### config.mk
export PLATFORM = sky130hd
export DESIGN_NAME = updown_modulo_counter
export DESIGN_NICKNAME = d
export VERILOG_FILES = /design/src/rtl/updown_modulo_counter_pkg.sv /design/src/rtl/updown_modulo_counter_step_calc.sv /design/src/rtl/updown_modulo_counter.sv
export SDC_FILE = /design/constraint.sdc
export NUM_CORES = 1
export LEC_CHECK = 0
export ABC_CLOCK_PERIOD_IN_PS = 11330
export CORE_MARGIN = 1.5
export CORE_UTILIZATION = 28
export CTS_BUF_LIST = sky130_fd_sc_hd__clkbuf_4
export DETAILED_ROUTE_END_ITERATION = 16
export SYNTH_ARGS = -nofsm -noshare
export SYNTH_HDL_FRONTEND = slang
export SYNTH_SLANG_ARGS = --single-unit
export TNS_END_PERCENT = 5
### constraint.sdc
create_clock -name clk -period 11.33 [get_ports clk]
set_clock_uncertainty 0.2 [all_clocks]
set_input_delay 2.266 -clock clk [delete_from_list [all_inputs] [get_ports clk]]
set_output_delay 2.266 -clock clk [all_outputs]
set_load 0.005 [all_outputs]
### src/rtl/updown_modulo_counter_pkg.sv
// Shared types for the up/down modulo counter: boundary modes and control state.
package updown_counter_pkg;

    typedef enum logic [1:0] {
        MODE_WRAP    = 2'b00,
        MODE_SAT     = 2'b01,
        MODE_ONESHOT = 2'b10,
        MODE_RSVD    = 2'b11
    } mode_t;

    typedef enum logic {
        RUN  = 1'b0,
        HALT = 1'b1
    } state_t;

endpackage

### src/rtl/updown_modulo_counter_step_calc.sv
// Combinational step arithmetic: candidate next count and boundary-crossing detection.
module counter_step_calc #(
    parameter int WIDTH      = 8,
    parameter int STEP_WIDTH = 4
) (
    input  logic [WIDTH-1:0]      count,
    input  logic [STEP_WIDTH-1:0] step,
    input  logic                  up_and_down,
    input  logic [WIDTH-1:0]      limit_lo,
    input  logic [WIDTH-1:0]      limit_hi,
    output logic [WIDTH-1:0]      next_count_raw,
    output logic                  up_evt,
    output logic                  down_evt
);

    logic [WIDTH:0] step_ext;
    logic [WIDTH:0] sum;
    logic [WIDTH:0] diff;

    // One guard bit: a carry or borrow is itself a crossing, never a silent wrap.
    assign step_ext = {{(WIDTH + 1 - STEP_WIDTH){1'b0}}, step};
    assign sum      = {1'b0, count} + step_ext;
    assign diff     = {1'b0, count} - step_ext;

    assign up_evt   = up_and_down && (sum > {1'b0, limit_hi});
    assign down_evt = !up_and_down && (diff[WIDTH] || (diff[WIDTH-1:0] < limit_lo));

    assign next_count_raw = up_and_down ? sum[WIDTH-1:0] : diff[WIDTH-1:0];

endmodule

### src/rtl/updown_modulo_counter.sv
// Bounded up/down counter with load, programmable step, wrap/saturate/one-shot
// boundary handling, terminal-count pulse and sticky overflow/underflow flags.
module updown_modulo_counter
    import updown_counter_pkg::*;
#(
    parameter int WIDTH      = 8,
    parameter int STEP_WIDTH = 4
) (
    input  logic                  clk,
    input  logic                  reset,
    input  logic                  en,
    input  logic                  load,
    input  logic [WIDTH-1:0]      load_value,
    input  logic                  up_and_down,
    input  logic [STEP_WIDTH-1:0] step,
    input  logic [WIDTH-1:0]      limit_lo,
    input  logic [WIDTH-1:0]      limit_hi,
    input  logic [1:0]            mode,
    input  logic                  clr_flags,
    output logic [WIDTH-1:0]      count,
    output logic                  tc,
    output logic                  ovf,
    output logic                  unf,
    output logic                  done,
    output logic                  cfg_err
);

    state_t           state;
    mode_t            mode_e;
    logic [WIDTH-1:0] next_count_raw;
    logic             up_evt;
    logic             down_evt;
    logic [WIDTH-1:0] bound_count;

    assign mode_e  = mode_t'(mode);
    assign cfg_err = (limit_lo > limit_hi);
    assign done    = (state == HALT);

    counter_step_calc #(
        .WIDTH      (WIDTH),
        .STEP_WIDTH (STEP_WIDTH)
    ) u_step_calc (
        .count          (count),
        .step           (step),
        .up_and_down    (up_and_down),
        .limit_lo       (limit_lo),
        .limit_hi       (limit_hi),
        .next_count_raw (next_count_raw),
        .up_evt         (up_evt),
        .down_evt       (down_evt)
    );

    // Where the count lands after a crossing; the reserved mode falls back to wrap.
    always_comb begin
        bound_count = '0;
        case (mode_e)
            MODE_SAT, MODE_ONESHOT: bound_count = up_evt ? limit_hi : limit_lo;
            default:                bound_count = up_evt ? limit_lo : limit_hi;
        endcase
    end

    always_ff @(posedge clk) begin
        if (reset) begin
            count <= load_value;
            tc    <= 1'b0;
            ovf   <= 1'b0;
            unf   <= 1'b0;
            state <= RUN;
        end else begin
            tc <= 1'b0;
            if (clr_flags) begin
                ovf <= 1'b0;
                unf <= 1'b0;
            end
            if (load) begin
                count <= load_value;
                state <= RUN;
            end else if (!cfg_err && state == RUN && en && step != '0) begin
                if (up_evt || down_evt) begin
                    // Later assignment to ovf/unf overrides a same-cycle clear.
                    count <= bound_count;
                    tc    <= 1'b1;
                    if (up_evt) ovf <= 1'b1;
                    if (down_evt) unf <= 1'b1;
                    if (mode_e == MODE_ONESHOT) state <= HALT;
                end else begin
                    count <= next_count_raw;
                end
            end
        end
    end

endmodule

==> out/qor.yml <==
run_status: "complete, no violations"
min_period_over_period: 0.608
floorplan.initialDensity: 0.295
area_growth_pct: 29.6
number_of_antenna_violations_at_the_first_check_in_global_routing: 0
clk_path_buf_depth: 2
clk_pin_slew_worst_paths_ns: 0.08
wl_per_cell_um: 14.9
cts.repair_timing.setup_buffer_count: 0
layout_commonest_cell: "sky130_fd_sc_hd__clkdlybuf4s50_1"
design.portCount: 49
rsz0062_at_grt: "false"
htree_num_levels: 1
layout.cells.most_common_list: "sky130_fd_sc_hd__clkdlybuf4s50_1, sky130_fd_sc_hd__ha_1, sky130_fd_sc_hd__inv_1"
endpoint_kind: "primary output"
netlist-cell-type-count: 53
layout-drive-gt1-share: 0.0547
worst_ir_drop_vdd_mv: 0.0379
number_of_optimization_iterations_in_the_first_detailed_route_pass: 4
placeableCoreArea_mm2: 0.00649
synth-edff-count: 8
synth-xor-area-share: 0.0737
report.final.slew_viol_count: 0
n_antenna_cell: 0
drt.antenna.violating_nets: 0
via_per_inst: 4.96
synth-main-ff-cell: "sky130_fd_sc_hd__edfxtp_1"
share_of_the_synthesized_area_in_the_top_cell_type: 0.209
clock_tree.root_cell: "sky130_fd_sc_hd__clkbuf_4"
num-fill-cells: 675
maxSlewHeadroom: 0.500
first_global_vias: 1809
synth_fp_nets: 297
timing.final.hold_violations: 0
first_pass_grt_wire_length_um: 8560
worstMarginPinSlew_ns: 0.750
largest_family_of_logic_cells_by_synthesized_area: "compound AO/OA/AOI/OAI gates"
synth_simple_gate_area_share: 0.169
drc: 0
synth_compound_gate_area_share: 0.233
post-route-min-period_ns: 6.89
placed_cell_areas_mm2: 0.00246
setup.worst_path.class: "in -> out"
cts-resized-gates: 0
synth.top_cells.by_area: "sky130_fd_sc_hd__ha_1, sky130_fd_sc_hd__edfxtp_1, sky130_fd_sc_hd__mux2i_1, sky130_fd_sc_hd__inv_1, sky130_fd_sc_hd__dfxtp_1"
final_net_count: 345
synth-seq-cells: 12
synthesized_instance_count: 227
dp_hpwl_um: 4530
setup_tns_ns: 0
area_of_the_die_mm2: 0.00736
tritoncts: "done"
detail_route.iter0.violations: 53
cts_inserted_buffers: 3
multi_input_area_mm2: 0.00147
cp.arrival_ns: 4.42
synth_area_per_cell_um2: 8.45
gp_routability_congestion: 0.872
finish.instance_area_mm2: 0.00249
final_wirelength_um: 5220
powerDensity_mw_per_mm2: 108
yosys.area_share.adder: 0.230
global_route.overflow_total: 0
vias: 1740
register_area_um2: 320
die_height_um: 85.8
die_w_um: 85.8
grt_use_total: 0.147
yosys_warnings: 0
kind_of_start_point_of_the_critical_path: "primary input"
grt_start_max_net_pins: 15
ys_async_sr_fraction: 0
p_leak_nw: 1.09
synth_area_mm2: 0.00192
clk_latency_ns: 0.27
floorplan.rows: 29
ctsHoldBuffers: 0
max_cap_viol_count: 0
yosys.area.top_type: "sky130_fd_sc_hd__ha_1"
worst-endpoint-required_ns: 8.86
largest_fanout_of_any_net_on_the_critical_path: 3
achievable-frequency_ghz: 0.145
synth.area.mux_share: 0.0626
yosysSeqAreaShare: 0.167
place.port_buffers: 48
hold_class: "reg -> reg"
total_setup_violations_reported_at_the_end_of_the_flow: 0
tritoncts_num_sinks: 12
-- sequential cells by signal, indices dropped and copies added (netlist names) --
register / count
count: 8
tc: 1
done: 1
ovf: 1
unf: 1
-- worst max-delay path, stage by stage --
cell	delay, ns
sky130_fd_sc_hd__clkdlybuf4s50_1	0.49
sky130_fd_sc_hd__inv_1	0.08
sky130_fd_sc_hd__ha_1	0.29
sky130_fd_sc_hd__a21o_1	0.18
sky130_fd_sc_hd__a21oi_1	0.18
sky130_fd_sc_hd__a21oi_1	0.10
sky130_fd_sc_hd__a211oi_1	0.31
sky130_fd_sc_hd__nor2_1	0.07
sky130_fd_sc_hd__clkdlybuf4s50_1	0.46
-- synthesized netlist by cell type, types with 2 or more instances --
cell type                  count
sky130_fd_sc_hd__a211oi_1      2
sky130_fd_sc_hd__a21o_1        5
sky130_fd_sc_hd__a21oi_1      15
sky130_fd_sc_hd__buf_6         2
sky130_fd_sc_hd__clkbuf_1      2
sky130_fd_sc_hd__dfxtp_1       4
sky130_fd_sc_hd__edfxtp_1      8
sky130_fd_sc_hd__fa_1          2
sky130_fd_sc_hd__ha_1         32
sky130_fd_sc_hd__inv_1        23
sky130_fd_sc_hd__mux2i_1      12
sky130_fd_sc_hd__nand2_1      18
sky130_fd_sc_hd__nand2b_1      2
sky130_fd_sc_hd__nand3_1       7
sky130_fd_sc_hd__nor2_1       21
sky130_fd_sc_hd__nor2b_1       6
sky130_fd_sc_hd__nor3_1        4
sky130_fd_sc_hd__o21a_1        2
sky130_fd_sc_hd__o21ai_0      11
sky130_fd_sc_hd__o21bai_1      3
sky130_fd_sc_hd__o31a_1        3
sky130_fd_sc_hd__xnor2_1       8
sky130_fd_sc_hd__xor2_1        5
-- logic make-up (layout without fill, tap and decap cells) --
kind of cell	count (synthesis)	count (layout)
XOR/XNOR	14	14
AO/OA/AOI/OAI	59	59
flip-flops	12	12
buffers and inverters	29	76
multiplexers	12	12
adder cells (fa/ha/maj)	34	34
AND/OR/NAND/NOR	67	67
-- through the flow --
step | hold slack (ns) | worst slack [ns] | std cells | total power, mW | utilization
floorplan | 0.249 | 5.58 | 227 | 0.187 | -
global placement | 0.243 | 4.52 | 347 | 0.242 | 0.379
detailed placement | 0.259 | 4.47 | 347 | 0.244 | 0.379
CTS | 0.277 | 4.45 | 351 | 0.272 | 0.383
global route | 0.302 | 4.32 | 351 | 0.296 | 0.383
finish | 0.267 | 4.44 | 351 | 0.270 | 0.383
-- final timing paths --
kind / startpoint / endpoint / slack (ns) / cells past startpoint
hold / removal: ovf / ovf / 0.27 / 2
setup reg to reg: count[0] / count[4] / 6.96 / 16
hold reg to reg: ovf / ovf / 0.27 / 2
setup / recovery: limit_hi[3] / cfg_err / 4.44 / 9
-- per-layer routing --
layer | track usage | wire, um
met5 | 0 | 0
met4 | 0.00587 | 0
met3 | 0.0366 | 265
met2 | 0.268 | 2600
met1 | 0.185 | 2350
-- power breakdown --
part           switching, mW  internal (mW)
clock network         0.0139         0.0127
registers            0.00758         0.0535
logic                 0.0954         0.0866
-- cell type report --
class | count | share of cell area
inverters | 24 | 0.0362
clock inverters | 1 | 0.00151
well taps | 77 | 0.0388
multi-input cells | 186 | 0.592
clock buffers | 3 | 0.00906
repair buffers | 48 | 0.193
flip-flops and latches | 12 | 0.129
No activity file was read; power rests on OpenSTA's default activity.
